<file path="config.mk">
export PLATFORM = sky130hd
export DESIGN_NAME = tcp_tx_packetizer_flat
export DESIGN_NICKNAME = d
export VERILOG_FILES = /design/src/rtl/tcp_tx_packetizer_if.sv /design/src/rtl/tcp_tx_packetizer.sv /design/src/flat_wrapper.sv
export SDC_FILE = /design/constraint.sdc
export NUM_CORES = 1
export LEC_CHECK = 0
export ABC_AREA = 1
export BUFFER_PORTS_ARGS = -buffer_cell sky130_fd_sc_hd__buf_2
export CORE_UTILIZATION = 58
export DETAILED_ROUTE_END_ITERATION = 8
export GPL_TIMING_DRIVEN = 0
export PLACE_DENSITY = 0.87
export SLEW_MARGIN = 10
export SYNTH_ARGS = -nofsm -noshare
export SYNTH_HDL_FRONTEND = slang
export SYNTH_SLANG_ARGS = --single-unit
</file>
<file path="constraint.sdc">
create_clock -name CLK -period 4.58 [get_ports CLK]
set_clock_uncertainty 0.1 [all_clocks]
set_input_delay 0.687 -clock CLK [delete_from_list [all_inputs] [get_ports CLK]]
set_output_delay 0.687 -clock CLK [all_outputs]
set_load 0.03 [all_outputs]
</file>
<file path="src/rtl/tcp_tx_packetizer_if.sv">
// Channel source bus and SiTCP TX byte bus for tcp_tx_packetizer.
// The slave modport is the packetizer; master is the source/SiTCP side.
interface tcp_tx_packetizer_if #(
    parameter int NCH = 4
) ();
    logic             TCP_OPEN_ACK;
    logic [NCH-1:0]   CH_EN;
    logic [NCH*8-1:0] CH_DATA;
    logic [NCH-1:0]   CH_VALID;
    logic [NCH-1:0]   CH_LAST;
    logic [NCH-1:0]   CH_READY;
    logic             TCP_TX_FULL;
    logic             TCP_TX_WR;
    logic [7:0]       TCP_TX_DATA;

    modport master (
        output TCP_OPEN_ACK, CH_EN, CH_DATA, CH_VALID, CH_LAST, TCP_TX_FULL,
        input  CH_READY, TCP_TX_WR, TCP_TX_DATA
    );

    modport slave (
        input  TCP_OPEN_ACK, CH_EN, CH_DATA, CH_VALID, CH_LAST, TCP_TX_FULL,
        output CH_READY, TCP_TX_WR, TCP_TX_DATA
    );
endinterface

</file>
<file path="src/rtl/tcp_tx_packetizer.sv">
// Round-robin merge of NCH byte streams into the SiTCP TX byte interface,
// framing each burst as SYNC, ID, payload, {end_flag, cnt_hi}, cnt_lo.
module tcp_tx_packetizer #(
    parameter int          NCH       = 4,
    parameter int          MAX_LEN   = 256,
    parameter logic [7:0]  SYNC_BYTE = 8'hA5
) (
    input  logic                 CLK,
    input  logic                 SYS_RSTn,
    tcp_tx_packetizer_if.slave   bus,
    output logic [15:0]          FRAME_CNT,
    output logic                 BUSY
);
    localparam int              GW        = (NCH > 1) ? $clog2(NCH) : 1;
    localparam logic [14:0]     MAX_LEN_C = 15'(MAX_LEN);
    localparam logic [GW-1:0]   LAST_CH   = GW'(NCH - 1);

    typedef enum logic [2:0] {
        S_IDLE = 3'd0,
        S_HDR0 = 3'd1,
        S_HDR1 = 3'd2,
        S_PAY  = 3'd3,
        S_TRL0 = 3'd4,
        S_TRL1 = 3'd5
    } state_e;

    state_e         state_q, state_d;
    logic [GW-1:0]  gnt_q, gnt_d;
    logic [GW-1:0]  rr_q, rr_d;
    logic [14:0]    cnt_q, cnt_d;
    logic           end_flag_q, end_flag_d;
    logic [15:0]    frame_cnt_q, frame_cnt_d;
    logic           tx_wr_q, tx_wr_d;
    logic [7:0]     tx_data_q, tx_data_d;

    logic           can_issue_s;
    logic [NCH-1:0] req_s;
    logic           req_any_s;
    logic [GW-1:0]  pick_s;
    logic [GW-1:0]  rr_idx_s;
    logic           pay_fire_s;
    logic           pay_last_s;
    logic [7:0]     pay_byte_s;
    logic [14:0]    cnt_inc_s;
    logic [NCH-1:0] ready_s;
    logic           busy_s;

    assign can_issue_s = ~bus.TCP_TX_FULL & bus.TCP_OPEN_ACK;
    assign pay_byte_s  = bus.CH_DATA[{gnt_q, 3'b000} +: 8];
    assign pay_last_s  = bus.CH_LAST[gnt_q];
    assign pay_fire_s  = (state_q == S_PAY) & can_issue_s & bus.CH_VALID[gnt_q];
    assign cnt_inc_s   = cnt_q + 15'd1;

    // Round-robin pick: first requester at or after rr_q; the descending scan
    // lets the nearest requester overwrite farther ones.
    always_comb begin
        req_s     = bus.CH_EN & bus.CH_VALID;
        req_any_s = 1'b0;
        pick_s    = {GW{1'b0}};
        rr_idx_s  = {GW{1'b0}};
        for (int k = NCH - 1; k >= 0; k--) begin
            rr_idx_s = GW'((int'(rr_q) + k) % NCH);
            if (req_s[rr_idx_s]) begin
                req_any_s = 1'b1;
                pick_s    = rr_idx_s;
            end else begin
                req_any_s = req_any_s;
            end
        end
    end

    // State register and registered datapath/outputs.
    always_ff @(posedge CLK) begin
        if (!SYS_RSTn) begin
            state_q     <= S_IDLE;
            gnt_q       <= {GW{1'b0}};
            rr_q        <= {GW{1'b0}};
            cnt_q       <= 15'd0;
            end_flag_q  <= 1'b0;
            frame_cnt_q <= 16'd0;
            tx_wr_q     <= 1'b0;
            tx_data_q   <= 8'd0;
        end else begin
            state_q     <= state_d;
            gnt_q       <= gnt_d;
            rr_q        <= rr_d;
            cnt_q       <= cnt_d;
            end_flag_q  <= end_flag_d;
            frame_cnt_q <= frame_cnt_d;
            tx_wr_q     <= tx_wr_d;
            tx_data_q   <= tx_data_d;
        end
    end

    // Next-state and byte-issue logic; losing OPEN_ACK abandons the frame.
    always_comb begin
        state_d     = state_q;
        gnt_d       = gnt_q;
        rr_d        = rr_q;
        cnt_d       = cnt_q;
        end_flag_d  = end_flag_q;
        frame_cnt_d = frame_cnt_q;
        tx_wr_d     = 1'b0;
        tx_data_d   = tx_data_q;
        if (!bus.TCP_OPEN_ACK) begin
            state_d = S_IDLE;
        end else begin
            case (state_q)
                S_IDLE: begin
                    if (req_any_s) begin
                        gnt_d   = pick_s;
                        rr_d    = (pick_s == LAST_CH) ? {GW{1'b0}} : (pick_s + GW'(1'b1));
                        state_d = S_HDR0;
                    end else begin
                        state_d = S_IDLE;
                    end
                end
                S_HDR0: begin
                    if (can_issue_s) begin
                        tx_wr_d   = 1'b1;
                        tx_data_d = SYNC_BYTE;
                        state_d   = S_HDR1;
                    end else begin
                        state_d = S_HDR0;
                    end
                end
                S_HDR1: begin
                    if (can_issue_s) begin
                        tx_wr_d   = 1'b1;
                        tx_data_d = {4'h5, 4'(gnt_q)};
                        cnt_d     = 15'd0;
                        state_d   = S_PAY;
                    end else begin
                        state_d = S_HDR1;
                    end
                end
                S_PAY: begin
                    if (pay_fire_s) begin
                        tx_wr_d   = 1'b1;
                        tx_data_d = pay_byte_s;
                        cnt_d     = cnt_inc_s;
                        if (pay_last_s) begin
                            end_flag_d = 1'b1;
                            state_d    = S_TRL0;
                        end else if (cnt_inc_s == MAX_LEN_C) begin
                            end_flag_d = 1'b0;
                            state_d    = S_TRL0;
                        end else begin
                            state_d = S_PAY;
                        end
                    end else begin
                        state_d = S_PAY;
                    end
                end
                S_TRL0: begin
                    if (can_issue_s) begin
                        tx_wr_d   = 1'b1;
                        tx_data_d = {end_flag_q, cnt_q[14:8]};
                        state_d   = S_TRL1;
                    end else begin
                        state_d = S_TRL0;
                    end
                end
                S_TRL1: begin
                    if (can_issue_s) begin
                        tx_wr_d     = 1'b1;
                        tx_data_d   = cnt_q[7:0];
                        frame_cnt_d = frame_cnt_q + 16'd1;
                        state_d     = S_IDLE;
                    end else begin
                        state_d = S_TRL1;
                    end
                end
                default: begin
                    state_d = S_IDLE;
                end
            endcase
        end
    end

    // Output decode: READY follows the owner's issue slot directly.
    always_comb begin
        ready_s = {NCH{1'b0}};
        busy_s  = (state_q != S_IDLE);
        if ((state_q == S_PAY) && can_issue_s) begin
            ready_s[gnt_q] = 1'b1;
        end else begin
            ready_s = {NCH{1'b0}};
        end
    end

    assign bus.CH_READY    = ready_s;
    assign bus.TCP_TX_WR   = tx_wr_q;
    assign bus.TCP_TX_DATA = tx_data_q;
    assign FRAME_CNT       = frame_cnt_q;
    assign BUSY            = busy_s;
endmodule

</file>
<file path="src/flat_wrapper.sv">
// flat-port wrapper written by rule: the top's interface ports become plain ports
module tcp_tx_packetizer_flat 
#(
    parameter int          NCH       = 4,
    parameter int          MAX_LEN   = 256,
    parameter logic [7:0]  SYNC_BYTE = 8'hA5
)
  (CLK, SYS_RSTn, FRAME_CNT, BUSY, bus_TCP_OPEN_ACK, bus_CH_EN, bus_CH_DATA, bus_CH_VALID, bus_CH_LAST, bus_TCP_TX_FULL, bus_CH_READY, bus_TCP_TX_WR, bus_TCP_TX_DATA);
  tcp_tx_packetizer_if #(.NCH(NCH)) bus_i ();
  input  logic CLK;
  input  logic SYS_RSTn;
  output logic [15:0] FRAME_CNT;
  output logic BUSY;
  input wire logic [$bits(bus_i.TCP_OPEN_ACK)-1:0] bus_TCP_OPEN_ACK;
  input wire logic [$bits(bus_i.CH_EN)-1:0] bus_CH_EN;
  input wire logic [$bits(bus_i.CH_DATA)-1:0] bus_CH_DATA;
  input wire logic [$bits(bus_i.CH_VALID)-1:0] bus_CH_VALID;
  input wire logic [$bits(bus_i.CH_LAST)-1:0] bus_CH_LAST;
  input wire logic [$bits(bus_i.TCP_TX_FULL)-1:0] bus_TCP_TX_FULL;
  output wire logic [$bits(bus_i.CH_READY)-1:0] bus_CH_READY;
  output wire logic [$bits(bus_i.TCP_TX_WR)-1:0] bus_TCP_TX_WR;
  output wire logic [$bits(bus_i.TCP_TX_DATA)-1:0] bus_TCP_TX_DATA;
  assign bus_i.TCP_OPEN_ACK = bus_TCP_OPEN_ACK;
  assign bus_i.CH_EN = bus_CH_EN;
  assign bus_i.CH_DATA = bus_CH_DATA;
  assign bus_i.CH_VALID = bus_CH_VALID;
  assign bus_i.CH_LAST = bus_CH_LAST;
  assign bus_i.TCP_TX_FULL = bus_TCP_TX_FULL;
  assign bus_CH_READY = bus_i.CH_READY;
  assign bus_TCP_TX_WR = bus_i.TCP_TX_WR;
  assign bus_TCP_TX_DATA = bus_i.TCP_TX_DATA;
  tcp_tx_packetizer #(.NCH(NCH), .MAX_LEN(MAX_LEN), .SYNC_BYTE(SYNC_BYTE)) u_core (.CLK(CLK), .SYS_RSTn(SYS_RSTn), .bus(bus_i), .FRAME_CNT(FRAME_CNT), .BUSY(BUSY));
endmodule
</file>
Yosys cells after proc, flatten, opt, wreduce, memory -nomap -nowiden
Index checks and enable logic that the tools add are counted.

word-level totals
  flip-flop bits (word level) = 48
  output and inout bits = 30
  input bits = 48
  logic and storage cells = 99

operators by class
  magnitude comparators = 6
  reduce and logical (&&, ||, !) cells = 14
  $add $sub $neg = 6
  shifts and indexed selects = 1
  eq/ne operators = 12
  muxes and demuxes = 47
  bitwise gates (word level) = 5

operators with widths
  operator                                                                       number
  8-bit 2-to-1 mux                                                               5
  8-bit case mux with 5 select lines                                             1
  32-bit by 6-bit indexed part select with 8-bit output                          1
  15-bit 2-to-1 mux                                                              2
  15-bit case mux with 2 select lines                                            1
  1-bit 2-to-1 mux                                                               18
  3-bit case mux with 6 select lines                                             1
  16-bit by 1-bit adder with 16-bit output (second input constant)               1
  15-bit by 1-bit adder with 15-bit output (second input constant)               1
  15-bit by 9-bit == test with 1-bit output (second input constant)              1
  2-bit by 3-bit less-than comparator with 1-bit output (second input constant)  5
  1-bit binary-select mux with 2-bit select                                      6
  2-bit 2-to-1 mux                                                               6
  3-bit 2-to-1 mux                                                               4
  2-bit by 1-bit != test with 1-bit output (second input constant)               5
  4-bit AND reduction                                                            2
  7-bit AND reduction                                                            1
  3-bit by 2-bit == test with 1-bit output (second input constant)               2
  3-bit == test (second input constant)                                          2
  3-bit AND reduction                                                            2
  5-bit nonzero test                                                             1
  2-bit by 1-bit adder with 2-bit output (second input constant)                 2
  2-bit adder (second input constant)                                            2
  4-bit bitwise AND                                                              1
  other kinds (14)                                                               18

Logic depth before layout (Yosys ltp)
Gate-level depths: netlist (run 1).

  depth after elaboration = 9
  gate-level depth with buffers = 15
  depth with buffers taken out = 15

Worst setup path after synthesis (run 1)
No wires, ideal clock.

  path kind = input to output
  start = input bus_TCP_TX_FULL
  end = output bus_CH_READY[0]
  data required time = 3.793 ns
  path buffers = 0
  path slack = 2.332 ns
  stages = 5
  arrival time = 1.461 ns
  cells stage by stage = inv_1 -> nand2_1 -> inv_1 -> nand2_2 -> nor2_1

between the ends
  longest elaborated chain between the ends = 4

RTL lines
  element             RTL line                  text
  start: declaration  flat_wrapper.sv:19        input wire logic [$bits(bus_i.TCP_TX_FULL)-1:0] bus_TCP_TX_FULL;
  1-bit NOT           tcp_tx_packetizer.sv:48   assign can_issue_s = ~bus.TCP_TX_FULL & bus.TCP_OPEN_ACK;
  1-bit bitwise AND   tcp_tx_packetizer.sv:48
  1-bit logical AND   tcp_tx_packetizer.sv:185  if ((state_q == S_PAY) && can_issue_s) begin
  4-bit 2-to-1 mux    tcp_tx_packetizer.sv:185
  end: declaration    flat_wrapper.sv:20        output wire logic [$bits(bus_i.CH_READY)-1:0] bus_CH_READY;

No other way between the ends.

Worst setup path in the final report (run 1)
  start = input bus_TCP_OPEN_ACK
  end = register u_core.cnt_q[6]

between the ends
  longest elaborated chain between the ends = 5
  elaborated cells on any way between the ends = 6
  those cells by class = eq/ne (2); bitwise (3); reduce/logical (1)

RTL lines
  element                                             RTL line                 text
  start: declaration                                  flat_wrapper.sv:14       input wire logic [$bits(bus_i.TCP_OPEN_ACK)-1:0] bus_TCP_OPEN_ACK;
  1-bit bitwise AND                                   tcp_tx_packetizer.sv:48
  1-bit bitwise AND (2 in a row)                      tcp_tx_packetizer.sv:51  assign pay_fire_s = (state_q == S_PAY) & can_issue_s & bus.CH_VALID[gnt_q];
  2-bit by 1-bit != test with 1-bit output (no line)  n/a
  4-bit AND reduction (no line) *                     n/a
  end signal: assignment                              tcp_tx_packetizer.sv:87  cnt_q <= cnt_d;
  end: declaration                                    tcp_tx_packetizer.sv:30  logic [14:0] cnt_q, cnt_d;

Mark *: on every way between the ends. The rest lies on a longest branch, timed or not.
A chain may end at the register's enable or synchronous reset.

==> results of run 1 <==
==> worst max path at each step <==
| stage | startpoint | endpoint | cells past startpoint |
|---|---|---|---|
| 2_1_floorplan | bus_TCP_TX_FULL | bus_CH_READY[0] | 5 |
| 3_3_place_gp | bus_TCP_OPEN_ACK | u_core.cnt_q[0] | 11 |
| 3_5_place_dp | bus_TCP_TX_FULL | u_core.cnt_q[6] | 12 |
| 4_1_cts | bus_TCP_TX_FULL | u_core.cnt_q[6] | 12 |
| 5_1_grt | bus_TCP_TX_FULL | u_core.cnt_q[0] | 12 |
| 6_report | bus_TCP_OPEN_ACK | u_core.cnt_q[6] | 11 |
==> state kept, by name, summed over array words and instances (netlist names) <==
| name | cells |
|---|---|
| u_core.cnt_q | 15 |
| u_core.bus.TCP_TX_DATA | 8 |
| u_core.FRAME_CNT | 16 |
| u_core.end_flag_q | 1 |
| u_core.state_q | 3 |
| u_core.bus.TCP_TX_WR | 1 |
| u_core.gnt_q | 2 |
| u_core.rr_q | 2 |
==> worst max-delay path, stage by stage <==
cell and delay, ps:
buf_2 130, nand2_1 160, inv_1 170, nand2_2 120
nor4_4 560, inv_2 150, a21oi_2 160, o21ai_2 130
buf_6 170, nand2_1 60, a21oi_1 60
==> through the flow <==
step,hold WS (ps),instances
finish,379.0,640
global placement,350.3,632
global route,399.6,640
floorplan,339.5,488
detailed placement,358.3,632
CTS,371.9,640
==> layout make-up <==
type | count | area [sq um] | share of cell area (%)
inverters | 63 | 236.5 | 6.490
plain buffers | 16 | 80.08 | 2.198
multi-input cells | 361 | 1759 | 48.28
flip-flops and latches | 48 | 960.9 | 26.37
repair buffers | 77 | 385.4 | 10.58
clock inverters | 3 | 68.82 | 1.889
well taps | 67 | 83.83 | 2.301
clock buffers | 5 | 68.82 | 1.889
==> report_power, final <==
| group | internal, mW | total, mW | switching, mW |
|---|---|---|---|
| combinational | 0.101 | 0.294 | 0.193 |
| sequential | 0.431 | 0.438 | 0.00699 |
| clock | 0.220 | 0.368 | 0.148 |
| total | 0.752 | 1.10 | 0.349 |
==> cell families (layout without fill, tap and decap cells) <==
family | Yosys count | after routing | synth area share [%]
AO/OA/AOI/OAI | 98 | 98 | 18.54
AND/OR/NAND/NOR | 256 | 256 | 36.84
buffers and inverters | 79 | 164 | 10.42
multiplexers | 1 | 1 | 0.3296
XOR/XNOR | 2 | 2 | 0.5769
flip-flops | 48 | 48 | 31.64
adder cells (fa/ha/maj) | 4 | 4 | 1.648
==> placed cells by master (no fill, tap or decap), types with 2 or more instances in the layout <==
master,netlist,layout
a31oi_1,5,5
o21ai_0,28,28
clkinv_1,3,3
nand4_1,8,8
buf_4,2,2
dfxtp_1,48,48
or2_2,2,2
a21oi_1,42,42
inv_1,58,58
xnor2_1,2,2
clkbuf_1,8,8
ha_1,4,4
nand2_1,133,133
clkbuf_8,0,5
a22oi_1,8,8
nand3b_1,2,2
a221oi_1,3,3
o211ai_1,2,2
nor4_1,2,2
nand3_1,49,49
inv_2,2,2
o2111ai_1,3,3
nor3b_1,2,2
nor3_1,7,7
bufinv_16,0,2
buf_2,4,81
o221ai_1,2,2
nor2_1,45,45
==> routing by layer <==
metal | global-route usage, % | vias up
met4 | 12.37 | 0
met3 | 5.285 | 23
met5 | 0 | -
met2 | 55.96 | 129
li1 | - | 1789
met1 | 38.38 | 1599
==> flow_summary.json, run 1 <==
{
  "hold_end": "u_core.end_flag_q",
  "synth_cells": 488,
  "ir_drop_mv": 0.2366,
  "yosys.area.top_type": "dfxtp_1",
  "r2r_end": "u_core.cnt_q[6]",
  "final_area_sq_um": 3643,
  "slew_viol_final": 0,
  "finalHoldViolCount": 0,
  "grt_max_degree": 17,
  "areaGrowthSynthToFinish_pct": 19.98,
  "met1_length_um": 3503,
  "cts-resized-gates": 0,
  "ys_top_cells_by_area": "dfxtp_1 (32%), nand2_1 (16%), nand3_1 (8.1%)",
  "arrival_ps": 2570,
  "yosysSeqAreaShare_pct": 31.64,
  "ioPinCount": 78,
  "finalPower_mw": 1.100,
  "setup_tns_ps": 0,
  "cts_max_path_buffers": 2,
  "finalWorstSetupSlack_ps": 2073,
  "finalSetupViolCount": 0,
  "post-route-util_pct": 74.67,
  "nNetsFinal": 624,
  "synth.top_cells.by_count": "nand2_1 (133), inv_1 (58), nand3_1 (49), dfxtp_1 (48), nor2_1 (45)",
  "cts.sinks": 48,
  "finalCritPeriodShare_pct": 54.73,
  "r2r_cells": 10,
  "numCtsBuffers": 5,
  "cp-end-kind": "register",
  "status": "complete, no violations",
  "synth.top_cell.area_share_pct": 31.64,
  "ys_seq_elements": 48,
  "hold_path_depth": 2,
  "grt_pass1_wl_um": 13540,
  "synth_warnings": 0,
  "start_kind": "input pin",
  "root_buffer": "clkbuf_8",
  "synth_enable_flop_cells": 0,
  "core_area_sq_um": 4880,
  "cp.required_ps": 4650,
  "routabilityCongestion": 0.9189,
  "post_cts_buffers": 0,
  "htreeDepth": 2,
  "hp-class": "reg -> reg",
  "initial_core_util_pct": 62.23,
  "drc": 0,
  "wl_per_cell_um": 12.99,
  "rrSetupSlack_ps": 2210,
  "fmax_mhz": 398.9,
  "avgSynthCellArea_sq_um": 6.223,
  "syn_nets": 540,
  "slew_headroom_pct": 55.98,
  "antennaDiodeCount": 0,
  "num_vias": 3540,
  "clkTransAtPathRegs_ps": 90,
  "drtAntennaViolNets": 0,
  "rsz0062_at_grt": "false",
  "top_layer_used": "met4",
  "grt_pass1_vias": 3210,
  "hpwl_um": 6416,
  "grt_overflow": 0,
  "portBuffers": 77,
  "worst_pin_slew_ps": 655.3,
  "r2r-start": "u_core.state_q[0]",
  "antenna_found_initial": 0,
  "p_leak_nw": 1.621,
  "insertion_delay_ps": 300,
  "syn_area_sq_um": 3037,
  "min_period_ps": 2507,
  "path_class": "in -> reg",
  "dpl_cell_area_sq_um": 3506,
  "viasPerCell": 5.531,
  "die-width_um": 74.36,
  "synth_flop_cell": "dfxtp_1",
  "drt_pass1_iterations": 5,
  "synthArstFlopShare_pct": 0,
  "rows": 25,
  "track_usage_pct": 31.66,
  "yosysUniqueCellTypes": 40,
  "crit_fanout": 10,
  "nFillCells": 421,
  "yosysMostFrequentCell": "nand2_1",
  "final_layout_size_suffix_gt1_share_pct": 18.15,
  "holdBufCountCts": 0,
  "die-area_sq_um": 5529,
  "dieHeight_um": 74.36,
  "first_iter_violations": 228,
  "cts_tree": "built",
  "met2WireLength_um": 4095,
  "drv_cap": 0,
  "routed_wl_um": 8312,
  "place_ws_ps": 1799,
  "met3WireLength_um": 506,
  "min_from": "u_core.end_flag_q",
  "power_density_nw_per_um2": 302.0
}
Power figures use the tool's default switching activity.
==> run 2, diff against run 1 <==
--- a/config.mk
+++ b/config.mk
@@ -5,12 +5,12 @@
 export SDC_FILE = /design/constraint.sdc
 export NUM_CORES = 1
 export LEC_CHECK = 0
-export ABC_AREA = 1
+export ABC_AREA = 0
 export BUFFER_PORTS_ARGS = -buffer_cell sky130_fd_sc_hd__buf_2
-export CORE_UTILIZATION = 58
+export CORE_UTILIZATION = 48
 export DETAILED_ROUTE_END_ITERATION = 8
 export GPL_TIMING_DRIVEN = 0
-export PLACE_DENSITY = 0.87
+export PLACE_DENSITY = 0.77
 export SLEW_MARGIN = 10
 export SYNTH_ARGS = -nofsm -noshare
 export SYNTH_HDL_FRONTEND = slang
==> constraint.sdc (replaced) <==
create_clock -name CLK -period 2.2 [get_ports CLK]
set_clock_uncertainty 0.1 [all_clocks]
set_input_delay 0.33 -clock CLK [delete_from_list [all_inputs] [get_ports CLK]]
set_output_delay 0.33 -clock CLK [all_outputs]
set_load 0.03 [all_outputs]
==> run 2 against run 1 <==
Non-clock buffer count is 13 higher. Largest cell class unchanged. Synthesized cell count decreased by 24%. Sequential share of layout area down 0.71 points. Critical path depth decreased by 4. Combinational power rose by 27%. Count of clock-buffer cells in the layout is the same. Largest power group unchanged. Core utilization decreased by 13 points. Routed wire length grew 0.51%.
==> flow_summary.json, run 2 <==
{
  "numCtsBuffers": 5,
  "num_vias": 3153,
  "core_area_sq_um": 6061,
  "p_leak_nw": 1.523,
  "slew_viol_final": 0,
  "start_kind": "register",
  "synth.top_cell.area_share_pct": 31.18,
  "synthArstFlopShare_pct": 0,
  "die-width_um": 82.13,
  "power_density_nw_per_um2": 551.2,
  "post-route-util_pct": 62.01,
  "finalCritPeriodShare_pct": 96.75,
  "finalWorstSetupSlack_ps": 71.53,
  "status": "complete, no violations",
  "placed_cells": 525,
  "portBuffers": 77,
  "clkTransAtPathRegs_ps": 100,
  "drv_cap": 0,
  "cts_max_path_buffers": 2,
  "synth_warnings": 0,
  "ys_top_cells_by_area": "dfxtp_1 (31%), mux4_2 (6.6%), nor2_1 (5.6%)",
  "cp_num_buf_inv": 0,
  "nNetsFinal": 509,
  "hold_end": "u_core.bus.TCP_TX_DATA[3]",
  "multi_input_area_sq_um": 1989,
  "cp-end-kind": "register",
  "crit_chain": "ha_4 > nand3_2 > or4_1 > o211ai_1 > o211a_1 > o32ai_1 > o21bai_1",
  "root_buffer": "clkbuf_8",
  "syn_area_sq_um": 3082,
  "track_usage_pct": 26.27,
  "synth.top_cells.by_count": "dfxtp_1 (48), nor2_1 (46), a21oi_1 (28), o21ai_0 (25), nand2_1 (22)",
  "r2r_end": "u_core.state_q[0]",
  "hold_path_depth": 3,
  "nFillCells": 562,
  "rrSetupSlack_ps": 70,
  "insertion_delay_ps": 310,
  "drt_pass1_iterations": 5,
  "instances_no_fill": 533,
  "initial_core_util_pct": 50.85,
  "dpl_cell_area_sq_um": 3561,
  "yosysMostFrequentCell": "dfxtp_1",
  "crit_fanout": 9,
  "slew_headroom_pct": 56.77,
  "fmax_mhz": 469.8,
  "yosys.area.top_type": "dfxtp_1",
  "areaGrowthSynthToFinish_pct": 21.96,
  "avgSynthCellArea_sq_um": 8.262,
  "dieHeight_um": 82.13,
  "die-area_sq_um": 6745,
  "first_iter_violations": 174,
  "htreeDepth": 2,
  "critPathTopFamily": "simple AND/OR/NAND/NOR gates",
  "r2r_cells": 7,
  "largest_reg_flops": 16,
  "holdBufCountCts": 0,
  "wl_per_cell_um": 15.67,
  "synth_flop_cell": "dfxtp_1",
  "grt_overflow": 0,
  "final_cell_mix": "buf_2 (87), dfxtp_1 (47), nor2_1 (45)",
  "hpwl_um": 6111,
  "worst_pin_slew_ps": 648.4,
  "finalPower_mw": 2.072,
  "grt_pass1_vias": 2930,
  "yosysSeqAreaShare_pct": 31.18,
  "path_class": "reg -> reg",
  "drtAntennaViolNets": 0,
  "routabilityCongestion": 0.9131,
  "hp-class": "in -> reg",
  "ys_seq_elements": 48,
  "ir_drop_mv": 0.3424,
  "final_area_sq_um": 3759,
  "final_layout_size_suffix_gt1_share_pct": 30.79,
  "antennaDiodeCount": 0,
  "ff_latch_area_sq_um": 964.7,
  "r2r-start": "u_core.cnt_q[1]",
  "min_from": "SYS_RSTn",
  "hold_ws_ps": 222.2,
  "cts.sinks": 48,
  "rows": 28,
  "routed_wl_um": 8354,
  "ioPinCount": 78,
  "yosysUniqueCellTypes": 60,
  "antenna_found_initial": 0,
  "setup_tns_ps": 0,
  "cp.required_ps": 2300,
  "arrival_ps": 2230,
  "cts_tree": "built",
  "slowest_delay_ps": 510,
  "syn_nets": 425,
  "finalHoldViolCount": 0,
  "finalSetupViolCount": 0,
  "synth_cells": 373,
  "viasPerCell": 5.916,
  "drc": 0,
  "crit_path_top_delay_cell": "or4_1",
  "final_common_cell": "buf_2",
  "post_cts_buffers": 0,
  "synth_enable_flop_cells": 0,
  "min_period_ps": 2128,
  "grt_pass1_wl_um": 13520,
  "place_ws_ps": -227.1,
  "grt_max_degree": 17
}
## run 2: cell count changes after synthesis, sizes merged, moves of 8 or more
| cell | before | now |
|---|---|---|
| a211oi | 1 | 9 |
| a21oi | 43 | 28 |
| buf | 8 | 18 |
| inv | 60 | 4 |
| mux2i | 1 | 12 |
| mux4 | 0 | 9 |
| nand2 | 134 | 23 |
| nand3 | 50 | 15 |
| nor2b | 0 | 8 |
| or3 | 0 | 9 |
| xor2 | 0 | 8 |
## run 2: layout make-up
| cell class | instances | area share, % |
|---|---|---|
| multi-input combinational | 291 | 52.93 |
| sequential | 48 | 25.67 |
| timing repair buffer | 77 | 10.25 |
| buffer | 29 | 4.494 |
| tap | 75 | 2.497 |
| clock buffer | 5 | 1.831 |
| clock inverter | 3 | 1.831 |
| inverter | 5 | 0.4993 |
## run 2: power by group
group          total (mW)  internal (mW)  leakage, nW  switching (mW)
sequential          0.903          0.886        0.389          0.0164
combinational       0.373          0.166         1.07           0.207
clock               0.796          0.458       0.0687           0.338
total                2.07           1.51         1.52           0.561
## run 2: per-layer routing
layer	vias to the layer above	track usage, %	share of wire, %
met3	12	4.505	5.2
met1	1506	34.08	45
li1	1536	-	-
met5	-	0	0
met2	99	44.88	49
met4	0	6.842	1.1
## run 2: cells by family (layout without fill, tap and decap cells)
family,after synthesis,count (layout),share of synthesized area [%]
and+or+nand+nor,154,154,26.11
AOI/OAI and AO/OA,96,96,20.02
buffers and inverters,34,119,5.968
adders and majority gates,4,4,1.624
muxes,22,22,10.84
DFF,48,48,31.18
xor gates and xnor gates,15,15,4.263
## run 2: worst max path at each step
| stage | startpoint | to | cells past startpoint |
|---|---|---|---|
| final | u_core.cnt_q[1] | u_core.state_q[0] | 7 |
| after global routing | u_core.cnt_q[0] | u_core.state_q[0] | 7 |
| after CTS | u_core.cnt_q[1] | u_core.state_q[0] | 7 |
| after detailed placement | u_core.cnt_q[1] | u_core.state_q[1] | 7 |
| after global placement | u_core.cnt_q[1] | u_core.state_q[0] | 7 |
| after floorplan | u_core.gnt_q[0] | bus_CH_READY[1] | 3 |
## run 2: tightest hold or removal path: stages
cell and delay, ps:
buf_2 140, nand2_1 70, o21ai_0 50
## run 2: timing repair
item,in CTS,in global routing
resized for setup,5,10
cloned,0,0
setup endpoints to repair,4,5
pin swaps,0,2
==> run 3, diff against run 2 <==
--- a/config.mk
+++ b/config.mk
@@ -11,6 +11,7 @@
 export DETAILED_ROUTE_END_ITERATION = 8
 export GPL_TIMING_DRIVEN = 0
 export PLACE_DENSITY = 0.77
+export REMOVE_ABC_BUFFERS = 1
 export SLEW_MARGIN = 10
 export SYNTH_ARGS = -nofsm -noshare
 export SYNTH_HDL_FRONTEND = slang
==> run 3 against run 2 <==
Global-route usage down 2.3 points. Worst setup slack better by 72 ps. Sequential power increased by 3.5%. Maximum frequency grew 3.5%. Core utilization decreased by 2.7 points. Sequential share of layout area is 1.7 points higher. First-iteration DRC count rose by 13%. Non-clock buffer count down 28. Total power down 6.2%. Cell count fell by 5.3%. Die area did not move. Highest routed layer unchanged.
==> flow_summary.json, run 3 (synthesized netlist as in run 2, its figures left out) <==
{
  "slew_headroom_pct": 30.86,
  "wl_per_cell_um": 15.77,
  "switching_share_pct": 27.23,
  "hp-class": "in -> reg",
  "routabilityCongestion": 0.8452,
  "r2r_cells": 6,
  "drtAntennaViolNets": 0,
  "crit_chain": "nand3_1 > or3_1 > a211oi_1 > nor2_1 > nor2_1 > a311oi_1",
  "grt_max_degree": 35,
  "cp-end-kind": "register",
  "rsz0062_at_grt": "false",
  "path_class": "reg -> reg",
  "hpwl_um": 5652,
  "status": "complete, no violations",
  "cts_max_path_buffers": 2,
  "final_common_cell": "buf_2",
  "rows": 28,
  "ir_drop_mv": 0.3848,
  "critPathTopFamily": "simple AND/OR/NAND/NOR gates",
  "start_kind": "register",
  "numCtsBuffers": 5,
  "path_depth": 6,
  "grt_pass1_wl_um": 12480,
  "arrival_ps": 2110,
  "largest_reg_flops": 16,
  "p_sw_mw": 0.5290,
  "slew_viol_final": 0,
  "nFillCells": 547,
  "rrSetupSlack_ps": 140,
  "first_iter_violations": 196,
  "p_int_mw": 1.414,
  "worst_pin_slew_ps": 1031,
  "min_period_ps": 2057,
  "cpMostUsedCell": "nor2_1",
  "drc": 0,
  "place_ws_ps": -558.8,
  "p_leak_nw": 1.409,
  "finalWorstSetupSlack_ps": 143.4,
  "portBuffers": 77,
  "crit_fanout": 11,
  "drv_cap": 0,
  "fmax_mhz": 486.2,
  "post-route-util_pct": 59.29,
  "viasPerCell": 6.077,
  "finalCritPeriodShare_pct": 93.48,
  "insertion_delay_ps": 310,
  "clockPowerShare_pct": 35.1,
  "die-width_um": 82.13,
  "nNetsFinal": 481,
  "slowest_delay_ps": 570,
  "cp.required_ps": 2260,
  "crit_path_top_delay_cell": "dfxtp_1",
  "root_buffer": "clkbuf_8",
  "core_area_sq_um": 6061,
  "drt_pass1_iterations": 5,
  "track_usage_pct": 23.97,
  "grt_overflow": 0,
  "ioPinCount": 78,
  "initial_core_util_pct": 50.85,
  "clkTransAtPathRegs_ps": 100,
  "cts.sinks": 48,
  "finalHoldViolCount": 0,
  "finalSetupViolCount": 0,
  "die-area_sq_um": 6745,
  "antennaDiodeCount": 0,
  "routed_wl_um": 7965,
  "seqPwrFrac_pct": 48.1,
  "areaGrowthSynthToFinish_pct": 16.61,
  "htreeDepth": 2,
  "final_layout_size_suffix_gt1_share_pct": 29.30,
  "dieHeight_um": 82.13,
  "cts_tree": "built",
  "comb_power_share_pct": 16.8,
  "final_cell_mix": "buf_2 (77), nor2_1 (46), dfxtp_1 (39)",
  "hold_path_depth": 3,
  "cp_num_buf_inv": 0,
  "num_vias": 3069,
  "power_density_nw_per_um2": 540.7,
  "grt_pass1_vias": 2752,
  "antenna_found_initial": 0
}
[run 3: changes by cell type in the layout (fill, tap and decap cells not counted), moves of 2 or more]
cell / previous run / this run
buf_2: 87 / 77
buf_4: 3 / 0
buf_6: 4 / 1
clkbuf_1: 9 / 0
clkbuf_2: 2 / 0
dfxtp_1: 47 / 39
dfxtp_2: 0 / 4
dfxtp_4: 1 / 5
nand3_2: 2 / 0
nor2_2: 4 / 2
[run 3: per-stage QoR]
| step | total power [mW] | hold slack (ps) | setup TNS [ps] | instances | area (sq um) |
|---|---|---|---|---|---|
| final | 1.943 | 250.4 | 0 | 505 | 3593 |
| after global routing | 2.019 | 286.6 | 0 | 505 | 3593 |
| after CTS | 1.935 | 250.6 | 0 | 504 | 3553 |
| after detailed placement | 1.267 | 353.1 | -12510 | 496 | 3396 |
| after global placement | 1.258 | 346.3 | -10250 | 496 | 3396 |
| after floorplan | 1.156 | 351.7 | -566.6 | 344 | 2917 |
[run 3: path summary, 6_finish.rpt]
path,end,from
setup reg to reg,u_core.end_flag_q,u_core.cnt_q[6]
hold / removal,u_core.bus.TCP_TX_WR,bus_TCP_OPEN_ACK
setup / recovery,u_core.end_flag_q,u_core.cnt_q[6]
hold reg to reg,u_core.bus.TCP_TX_DATA[3],u_core.bus.TCP_TX_DATA[3]
[run 3: timing repair]
action,CTS,global route
endpoints found under the setup margin,40,14
cloned,0,0
resized for setup,15,7
buffers inserted,0,1
hold buffers,0,0
[run 3: final cells by class]
cell class / instances / area, sq um / share of cell area [%]
Sequential cell: 48 / 984.7 / 27.40
Inverter: 5 / 18.77 / 0.5223
Tap cell: 75 / 93.84 / 2.611
Timing Repair Buffer: 78 / 396.6 / 11.04
Clock inverter: 2 / 38.79 / 1.079
Multi-Input combinational cell: 291 / 1978 / 55.05
Clock buffer: 6 / 82.58 / 2.298
[run 3: per-layer routing]
| layer | track usage (%) | vias up | part of all wire [%] |
|---|---|---|---|
| met4 | 9.649 | 0 | 2.3 |
| met2 | 41.65 | 128 | 49 |
| met3 | 4.835 | 22 | 6.5 |
| li1 | - | 1490 | - |
| met1 | 28.74 | 1429 | 42 |
| met5 | 0 | - | 0 |
[run 3: power by group through the flow]
| stage | Sequential (mW) | Clock (mW) | Combinational, mW |
|---|---|---|---|
| floorplan | 0.962 | 0 | 0.194 |
| global placement | 0.964 | 0 | 0.294 |
| detailed placement | 0.966 | 0 | 0.302 |
| CTS | 0.945 | 0.685 | 0.305 |
| global route | 0.941 | 0.722 | 0.356 |
| finish | 0.935 | 0.681 | 0.326 |
[run 3: tightest hold or removal path, stage by stage]
cell,delay (ps)
buf_2,120
nand2_1,100
nor3_1,60
